## config.mk

```make
export PLATFORM = sky130hd
export DESIGN_NAME = lcd_pattern_sequencer
export DESIGN_NICKNAME = d
export VERILOG_FILES = /design/src/rtl/lcd_pkg.sv /design/src/rtl/lcd_pattern_gen.sv /design/src/rtl/lcd_pattern_sequencer.sv
export SDC_FILE = /design/constraint.sdc
export NUM_CORES = 1
export LEC_CHECK = 0
export ABC_AREA = 1
export CORE_AREA = 2 2 75 77
export CTS_CLUSTER_DIAMETER = 60
export DETAILED_ROUTE_END_ITERATION = 8
export DIE_AREA = 0 0 77 79
export GPL_TIMING_DRIVEN = 0
export PLACE_DENSITY = 0.73
export SYNTH_ARGS = -nofsm -noshare
export SYNTH_HDL_FRONTEND = slang
export SYNTH_HIERARCHICAL = 1
export SYNTH_SLANG_ARGS = --single-unit
export TNS_END_PERCENT = 20
```

## constraint.sdc

```tcl
create_clock -name clk -period 2.3 [get_ports clk]
set_input_delay 0.23 -clock clk [delete_from_list [all_inputs] [get_ports clk]]
set_output_delay 0.23 -clock clk [all_outputs]
set_load 0.1 [all_outputs]
```

## src/rtl/lcd_pkg.sv

```systemverilog
// Shared constants and helpers for the LCD test-pattern sequencer.
package lcd_pkg;

  // RGB565 colour constants, {r[4:0], g[5:0], b[4:0]}
  localparam logic [15:0] BLACK = 16'h0000;
  localparam logic [15:0] RED   = 16'hF800;
  localparam logic [15:0] GREEN = 16'h07E0;
  localparam logic [15:0] BLUE  = 16'h001F;
  localparam logic [15:0] WHITE = 16'hFFFF;

  // Pattern indices
  localparam logic [1:0] PAT_CHECKER  = 2'd0;
  localparam logic [1:0] PAT_SPLIT    = 2'd1;
  localparam logic [1:0] PAT_BARS     = 2'd2;
  localparam logic [1:0] PAT_GRADIENT = 2'd3;

  // Pending-advance state of the sequencer
  typedef enum logic {
    SEQ_IDLE    = 1'b0,
    SEQ_PENDING = 1'b1
  } seq_state_t;

  // Lowest enabled pattern index, 0 when nothing is enabled.
  function automatic logic [1:0] first_enabled(input logic [3:0] mask);
    first_enabled = 2'd0;
    for (int i = 3; i >= 0; i--) begin
      if (mask[i]) first_enabled = 2'(i);
    end
  endfunction

  // Next enabled index after idx, wrapping 3->0. The search ends on idx
  // itself, so a single enabled pattern maps to itself; an empty mask gives 0.
  function automatic logic [1:0] next_enabled(input logic [1:0] idx, input logic [3:0] mask);
    logic [1:0] cand;
    logic       found;
    found        = 1'b0;
    next_enabled = 2'd0;
    for (int i = 1; i <= 4; i++) begin
      cand = idx + 2'(i);
      if (!found && mask[cand]) begin
        next_enabled = cand;
        found        = 1'b1;
      end
    end
  endfunction

endpackage

```

## src/rtl/lcd_pattern_gen.sv

```systemverilog
// Combinational pattern generator: pattern index and pixel coordinate to RGB565.
module lcd_pattern_gen
  import lcd_pkg::*;
#(
  parameter int CHK_BIT = 4,
  parameter int SPLIT_X = 80
) (
  input  logic [1:0]  i_idx,
  input  logic [7:0]  i_x,
  input  logic [7:0]  i_y,
  output logic [15:0] o_color
);

  localparam logic [7:0] SPLIT_L = 8'(SPLIT_X);

  // Select the colour of the requested pattern at (i_x, i_y)
  always_comb begin
    o_color = BLACK;
    case (i_idx)
      PAT_CHECKER:  o_color = (i_x[CHK_BIT] ^ i_y[CHK_BIT]) ? GREEN : BLUE;
      PAT_SPLIT:    o_color = (i_x > SPLIT_L) ? GREEN : RED;
      PAT_BARS:     o_color = {{5{i_x[4]}}, {6{i_x[5]}}, {5{i_x[6]}}};
      PAT_GRADIENT: o_color = {i_y[7:3], i_x[6:1], 5'd0};
      default:      o_color = BLACK;
    endcase
  end

endmodule

```

## src/rtl/lcd_pattern_sequencer.sv

```systemverilog
// Frame-synchronous test-pattern sequencer for the st7735 driver colour input.
// Frame starts are found from the driver's x/y scan; pattern changes (dwell
// expiry or manual request) are applied only in the frame-start cycle.
module lcd_pattern_sequencer
  import lcd_pkg::*;
#(
  parameter int         H_RES        = 128,
  parameter int         V_RES        = 160,
  parameter int         DWELL_FRAMES = 60,
  parameter int         CHK_BIT      = 4,
  parameter int         SPLIT_X      = 80,
  parameter logic [3:0] PAT_EN       = 4'b1111
) (
  input  logic        clk,
  input  logic        nrst,
  input  logic [7:0]  x,
  input  logic [7:0]  y,
  input  logic        advance_req,
  input  logic        hold,
  output logic [15:0] color,
  output logic [1:0]  pattern_idx,
  output logic        frame_start
);

  // advance_req/hold are sampled every cycle; advance_req is a one-cycle
  // pulse, and one not landing in a frame-start cycle is remembered
  // (non-accumulating) until the next frame start.

  localparam logic [15:0] DWELL_LAST = 16'(DWELL_FRAMES - 1);
  localparam logic [1:0]  RST_IDX    = first_enabled(PAT_EN);

  if (H_RES < 1 || H_RES > 256 || V_RES < 1 || V_RES > 256 ||
      DWELL_FRAMES < 1 || DWELL_FRAMES > 65535 || CHK_BIT < 0 || CHK_BIT > 7) begin : g_bad_param
    $error("lcd_pattern_sequencer: parameter out of range");
  end

  logic [7:0]  r_prev_x;
  logic [7:0]  r_prev_y;
  logic        r_frame_start;
  logic [15:0] r_dwell;
  logic [15:0] w_dwell_nxt;
  seq_state_t  r_state;
  seq_state_t  w_state_nxt;
  logic [1:0]  r_idx;
  logic [1:0]  w_idx_nxt;
  logic [15:0] r_color;
  logic [15:0] w_color;
  logic        w_fs_det;
  logic        w_step;

  // A frame starts on the first cycle the scan sits at (0,0)
  assign w_fs_det = (x == 8'd0) && (y == 8'd0) &&
                    !((r_prev_x == 8'd0) && (r_prev_y == 8'd0));

  assign w_step = (r_state == SEQ_PENDING) || advance_req ||
                  (!hold && (r_dwell == DWELL_LAST));

  // Next-state for pattern index, dwell counter and pending flag
  always_comb begin
    w_idx_nxt   = r_idx;
    w_dwell_nxt = r_dwell;
    w_state_nxt = r_state;
    if (w_fs_det) begin
      if (w_step) begin
        w_idx_nxt   = next_enabled(r_idx, PAT_EN);
        w_dwell_nxt = 16'd0;
        w_state_nxt = SEQ_IDLE;
      end else if (!hold) begin
        w_dwell_nxt = r_dwell + 16'd1;
      end
    end else if (advance_req) begin
      w_state_nxt = SEQ_PENDING;
    end
  end

  // Pixel (0,0) of a new frame already uses the index chosen in that cycle
  lcd_pattern_gen #(
    .CHK_BIT (CHK_BIT),
    .SPLIT_X (SPLIT_X)
  ) u_gen (
    .i_idx   (w_idx_nxt),
    .i_x     (x),
    .i_y     (y),
    .o_color (w_color)
  );

  // State, frame-start pulse and registered colour
  always_ff @(posedge clk or negedge nrst) begin
    if (!nrst) begin
      r_prev_x      <= 8'hFF;
      r_prev_y      <= 8'hFF;
      r_frame_start <= 1'b0;
      r_dwell       <= 16'd0;
      r_state       <= SEQ_IDLE;
      r_idx         <= RST_IDX;
      r_color       <= BLACK;
    end else begin
      r_prev_x      <= x;
      r_prev_y      <= y;
      r_frame_start <= w_fs_det;
      r_dwell       <= w_dwell_nxt;
      r_state       <= w_state_nxt;
      r_idx         <= w_idx_nxt;
      r_color       <= w_color;
    end
  end

  assign color       = r_color;
  assign pattern_idx = r_idx;
  assign frame_start = r_frame_start;

endmodule

```

# After elaboration in Yosys (flattened, before gate mapping)
# Cells that the tools add are included.
[word_totals]
reg_bits = 52
latchBits = 0
ramBits = 0
mem_bits_ro = 0
inputBits = 20
out_inout_bits = 19
elab_cells = 76
mem_count = 0
[classes]
addsub = 4
mul = 0
div_mod_pow = 0
n_lt_le_gt_ge = 5
eq_ne = 6
shifts = 0
muxes = 31
n_bitwise = 1
n_reduce_logical = 22
[ops]
columns = ["op", "n"]
rows = [
  ["16-bit one-hot mux with 4 select lines", 1],
  ["16-bit two-way mux", 3],
  ["8-bit logical NOT", 4],
  ["16-bit by 1-bit adder with 16-bit output, second input constant", 1],
  ["16-bit by 6-bit equality test with 1-bit output, second input constant", 1],
  ["1-bit two-way mux", 16],
  ["2-bit by 3-bit < comparator with 1-bit output, second input constant", 4],
  ["2-bit two-way mux", 6],
  ["11-bit two-way mux", 1],
  ["1-bit binary-select mux with 2-bit select", 4],
  ["8-bit by 7-bit greater-than comparator with 1-bit output, second input constant", 1],
  ["1-bit logical AND", 7],
  ["1-bit logical NOT", 5],
  ["2-bit adder, second input constant", 2],
  ["2-bit equality test, second input constant", 2],
  ["2-bit by 1-bit != test with 1-bit output, second input constant", 2],
  ["2-bit AND reduction", 2],
  ["2-bit by 1-bit adder with 2-bit output, second input constant", 1],
  ["2-bit by 1-bit equality test with 1-bit output, second input constant", 1],
  ["2-bit logical NOT", 1],
  ["1-bit logical OR", 2],
  ["2-bit nonzero test", 1],
  ["1-bit bitwise XOR", 1],
]

# Depth between registers and ports, before layout
[depth]
depth_word = 23
depth_mapped = 16
ltp_nobuf = 15

# Hierarchy
# Netlist, hierarchy kept.
[modules_own_cells]
columns = ["module", "instances", "cells_per_inst", "area_per_inst_um2", "seq_area_each_um2"]
rows = [
  ["lcd_pattern_sequencer", 1, 248, 2235.9, 1321.3],
  ["lcd_pattern_gen", 1, 66, 300.3, 0.0],
]

# Worst setup path before layout
# No wires, ideal clock.
[synth_timing]
kind = "reg-to-reg"
start = "register r_idx[0] (netlist: pattern_idx[0])"
end = "register r_color[1] (netlist: color[1])"
setup_ps = 63
arrival_ps = 2095
required_ps = 2237
path_slack_ps = 142
path_stages_with_launch = 10
path_buffers = 1
period_less_slack_ps = 2158
path_cell_list = "dfrtp_1 -> xor2_1 -> nand2_1 -> nand2_1 -> nand2_1 -> nand2_1 -> nor2_1 -> inv_1 -> o21ai_0 -> buf_4"
[synth_via]
elab_chain_len = 23
elab_cells_between_ends = 37
cone_classes = "3 x add/sub; 3 x eq/ne; 24 x mux; 7 x reduce/logical"
[synth_rtl]
columns = ["item", "line_no", "source"]
rows = [
  ["start, declared", "lcd_pattern_sequencer.sv:44", "logic [1:0] r_idx;"],
  ["start signal, assigned", "lcd_pattern_sequencer.sv:103", "r_idx <= w_idx_nxt;"],
  ["2-bit by 1-bit adder with 2-bit output", "lcd_pkg.sv:39", "cand = idx + 2'(i);"],
  ["1-bit binary-select mux with 2-bit select", "lcd_pkg.sv:40", "if (!found && mask[cand]) begin"],
  ["1-bit two-way mux (not written as such)", "lcd_pkg.sv:40", ""],
  ["1-bit two-way mux", "lcd_pkg.sv:40", ""],
  ["1-bit two-way mux", "lcd_pattern_sequencer.sv:64", "if (w_step) begin"],
  ["1-bit two-way mux", "lcd_pattern_sequencer.sv:63", "if (w_fs_det) begin"],
  ["1-bit logical NOT", "lcd_pkg.sv:40", ""],
  ["1-bit logical AND", "lcd_pkg.sv:40", ""],
  ["(+9 left out)", "--", ""],
  ["1-bit logical AND", "lcd_pkg.sv:40", ""],
  ["2-bit two-way mux *", "lcd_pkg.sv:40", ""],
  ["2-bit two-way mux *", "lcd_pattern_sequencer.sv:64", ""],
  ["2-bit two-way mux *", "lcd_pattern_sequencer.sv:63", ""],
  ["named net w_idx_nxt[1]", "lcd_pattern_sequencer.sv:45", "logic [1:0] w_idx_nxt;"],
  ["2-bit equality test, or another cell as far along", "lcd_pattern_gen.sv:19", "case (i_idx)"],
  ["16-bit one-hot mux with 4 select lines *", "lcd_pattern_gen.sv:19", ""],
  ["named net w_color[1]", "lcd_pattern_sequencer.sv:47", "logic [15:0] w_color;"],
  ["end signal, assigned", "lcd_pattern_sequencer.sv:104", "r_color <= w_color;"],
  ["end, declared", "lcd_pattern_sequencer.sv:46", "logic [15:0] r_color;"],
]
# The timed path passes the listed nets; every way through them passes the cells marked *. The select of a mux whose other input is x is not followed.
# A chain may end at the register's enable or synchronous reset.

# Worst setup path after layout
[layout_timing]
start = "register r_idx[0] (netlist: pattern_idx[0])"
end = "output port pattern_idx[0]"
[layout_rtl]
columns = ["item", "line_no", "source"]
rows = [
  ["end, declared", "lcd_pattern_sequencer.sv:21", "output logic [1:0] pattern_idx,"],
]
# No word-level cell between the ends.

==> results by group <==
Job
  • MaxCap Viol Count: 0

Layout
  • Post-synthesis to final-layout area growth: 25.1%
  • Number of nets in the final layout: approximately 380
  • Count of antenna diodes in the layout: 0
  • Share of post-route cells with drive strength above 1: between 15 and 20%
  • Final Non-Filler Cells: around 430

STA
  • Final hold violation count: 0
  • Setup repair after global routing missed its margin: false
  • Transition time of the tightest slew-check pin: between 1 and 1.5 ns
  • Fraction of the cycle the final worst path needs: 93.0%
  • Worst hold margin: approximately 0.33 ns
  • Relative max-transition margin: 32.9%
  • Setup-violating endpoint count in the final report: 0
  • Min Tclk post-route: about 2.1 ns
  • F_max: 468 MHz
  • Worst Setup Slack, final: 0.162 ns
  • Final Max Slew Viols: 0
  • Post-route clock skew: about 0.013 ns

Logic synthesis
  • Count of flip-flops with a built-in enable after synthesis: 0
  • Sequential-to-total area share from yosys stat: ~52%
  • Most instantiated library cell after synthesis: sky130_fd_sc_hd__nand2_1
  • Share of flip-flops with an asynchronous set or reset after synthesis: 100%
  • Post-Syn Nets: about 340
  • Biggest area contributors in the synthesized netlist: sky130_fd_sc_hd__dfrtp_1 (36%), sky130_fd_sc_hd__dfstp_2 (17%), sky130_fd_sc_hd__nand2_1 (16%), sky130_fd_sc_hd__nor2_1 (7.0%), sky130_fd_sc_hd__inv_1 (3.6%)
  • Area leader, netlist: sky130_fd_sc_hd__dfrtp_1
  • Commonest register cell after synthesis: sky130_fd_sc_hd__dfrtp_1
  • Yosys warns: 6
  • Library cells used by synthesis: 24
  • FF+latch count, synth: 52
  • Avg Inst Size Synth: approximately 8.1 µm²
  • Area of the mapped netlist: 2540 µm²
  • Area fraction of the dominant cell type after synthesis: between 30% and 40%
  • Ranking of synthesized cells by instance count: sky130_fd_sc_hd__nand2_1 (108), sky130_fd_sc_hd__nor2_1 (47), sky130_fd_sc_hd__dfrtp_1 (36)
  • Post-Synthesis Cells: 314

Global routing
  • First-pass GRT wire length: approximately 9000 µm
  • Via count of the first global-routing pass: between 2k and 2.5k
  • Grt total ovfl: 0
  • Maximum number of pins on one net before global-route repair: 43
  • Overall track demand over capacity in global routing: between 10% and 20%
  • Number of antenna violations at the first check in global routing: 0

Setup path
  • Setup crit start kind: flip-flop
  • Largest stage delay, worst path: between 1 and 1.5 ns
  • Cell with the biggest individual delay on the critical path: sky130_fd_sc_hd__clkdlybuf4s50_1
  • Arrival time of the worst setup path: between 1.5 and 2 ns
  • Type of destination of the critical path: output pin
  • Sum of buffers and inverters on the critical path: 1
  • Cell family with the largest share of critical-path delay: buffers and inverters
  • Data required, critical path: just over 2 ns
  • Critical register-to-register path endpoint: color[15]$_DFF_PN0_
  • Largest fanout of any net on the critical path: 5
  • CP Depth: 1
  • Cells on worst reg2reg path: 14
  • Type of the setup path with the least slack: flip-flop to output pin
  • Critical R2R Launch: r_dwell[1]$_DFFE_PN0P_
  • Critical path cell sequence: clkdlybuf4s50_1
  • R2r setup slk: between 0.2 and 0.3 ns

Place
  • Hpwl dp: roughly 3700 µm
  • Final weighted congestion in routability-driven placement: approximately 0.84
  • Number of placed instances, taps included: 425
  • IO Port Bufs: 38
  • Pre-CTS setup slack: -0.223 ns

Status
  • Result of the run: finished clean

Clock network
  • Insertion delay to the later sink of the worst-skew pair: 0.31 ns
  • Number of CTS-inserted buffers: 5
  • Number of sinks driven by the clock tree: 52
  • Clock tree from TritonCTS: done
  • Clock-pin transition on the worst setup and hold timing paths: 0.10 ns
  • Maximum level of the CTS H-tree: 2
  • Clock buffer depth: 2
  • Clock root buffer: sky130_fd_sc_hd__clkbuf_8
  • Post-CTS setup buffer count: 0

Power and ir drop
  • Power Density: ~630 nW/µm²
  • Peak VDD IR: approximately 0.47 mV
  • Power Total: 1980 µW
  • Static Leakage: between 0.001 and 0.0015 µW

Drt
  • Vias: ~2.1k
  • Final wirelength: approximately 5200 µm
  • Number of nets with antenna violations after routing: 0
  • DRT iter0 DRCs: between 100 and 150
  • Vias per inst: 4.82
  • WL/cell: 12.0 µm
  • Initial DRT Pass Iterations: 5
  • DRC Markers: 0

Hold path
  • Worst Hold Class: input pin to asynchronous set/reset pin

Floorplan
  • FP Rows: 27
  • Height of the die: a little under 80 µm
  • Core footprint: 5340 µm²
  • Initial Utilization: roughly 48%
  • Chip width: just under 80 µm
  • Die area: between 6000 and 7000 µm²
  • Number of placed I/O pins: 39
[layout make-up]
type,instances,area (µm²)
plain buffers,7,57.6
clock buffers,5,68.8
clock inverters,2,60.1
fillers,496,2170
inverters,26,97.6
multi-input cells,229,1070
flip-flops and latches,52,1320
well taps,72,90.1
repair buffers,40,405
[kinds of logic after synthesis]
kind of cell	Yosys count	synth area share [%]
buffers and inverters	33	6.12
XOR/XNOR	7	2.42
AND/OR/NAND/NOR	198	33.7
adder cells (fa/ha/maj)	1	0.493
AO/OA/AOI/OAI	23	5.18
flip-flops	52	52.1
[metal layers]
| layer | wire length (µm) | vias to the layer above | track usage [%] |
|---|---|---|---|
| met5 | 0 | - | 0 |
| met4 | 70 | 0 | 6.25 |
| met3 | 266 | 7 | 5.23 |
| met2 | 2640 | 40 | 32.8 |
| met1 | 2220 | 970 | 22.3 |
| li1 | - | 1070 | - |
[where the power goes]
group / internal (µW) / switching, µW
Sequential: 958 / 8.82
Combinational: 84.8 / 212
Clock: 428 / 292
[sequential cells by signal, summed over array words and instances, names as in the netlist]
| signal | flops |
|---|---|
| color | 16 |
| r_dwell | 16 |
| r_prev_x | 8 |
| r_prev_y | 8 |
| pattern_idx | 2 |
| frame_start | 1 |
| r_state | 1 |
[repair_timing]
action                     CTS  global route
hold buffers                 1             0
hold endpoints to repair    10             0
setup endpoints to repair    5            16
resized for setup            1             4
[through the flow]
step                area (µm²)  utilization [%]  setup TNS, ns
floorplan                 2540                -              0
global placement          3010             56.3         -20.10
detailed placement        3020             56.6         -0.997
CTS                       3160             59.2              0
global route              3170             59.4              0
finish                    3170             59.4              0
[worst max-delay path by stage]
| stage | to | from |
|---|---|---|
| global placement | color[15]$_DFF_PN0_ | nrst |
| detailed placement | color[3]$_DFF_PN0_ | x[4] |
| CTS | color[3]$_DFF_PN0_ | r_dwell[0]$_DFFE_PN0P_ |
| floorplan | color[1]$_DFF_PN0_ | pattern_idx[0]$_DFF_PN0_ |
| finish | pattern_idx[0] | pattern_idx[0]$_DFF_PN0_ |
| global route | color[7]$_DFF_PN0_ | r_dwell[0]$_DFFE_PN0P_ |
[placed cells by master, fill, tap and decap left out, drive strengths merged, types with 8 or more instances in the layout]
cell | netlist | layout
nand2 | 118 | 118
nor2 | 55 | 55
clkdlybuf4s50 | 0 | 37
dfrtp | 36 | 36
inv | 26 | 26
nand3 | 17 | 17
dfstp | 16 | 16
o21ai | 12 | 12
buf | 7 | 9
nand4 | 8 | 8
(Power assumes the default switching activity.)
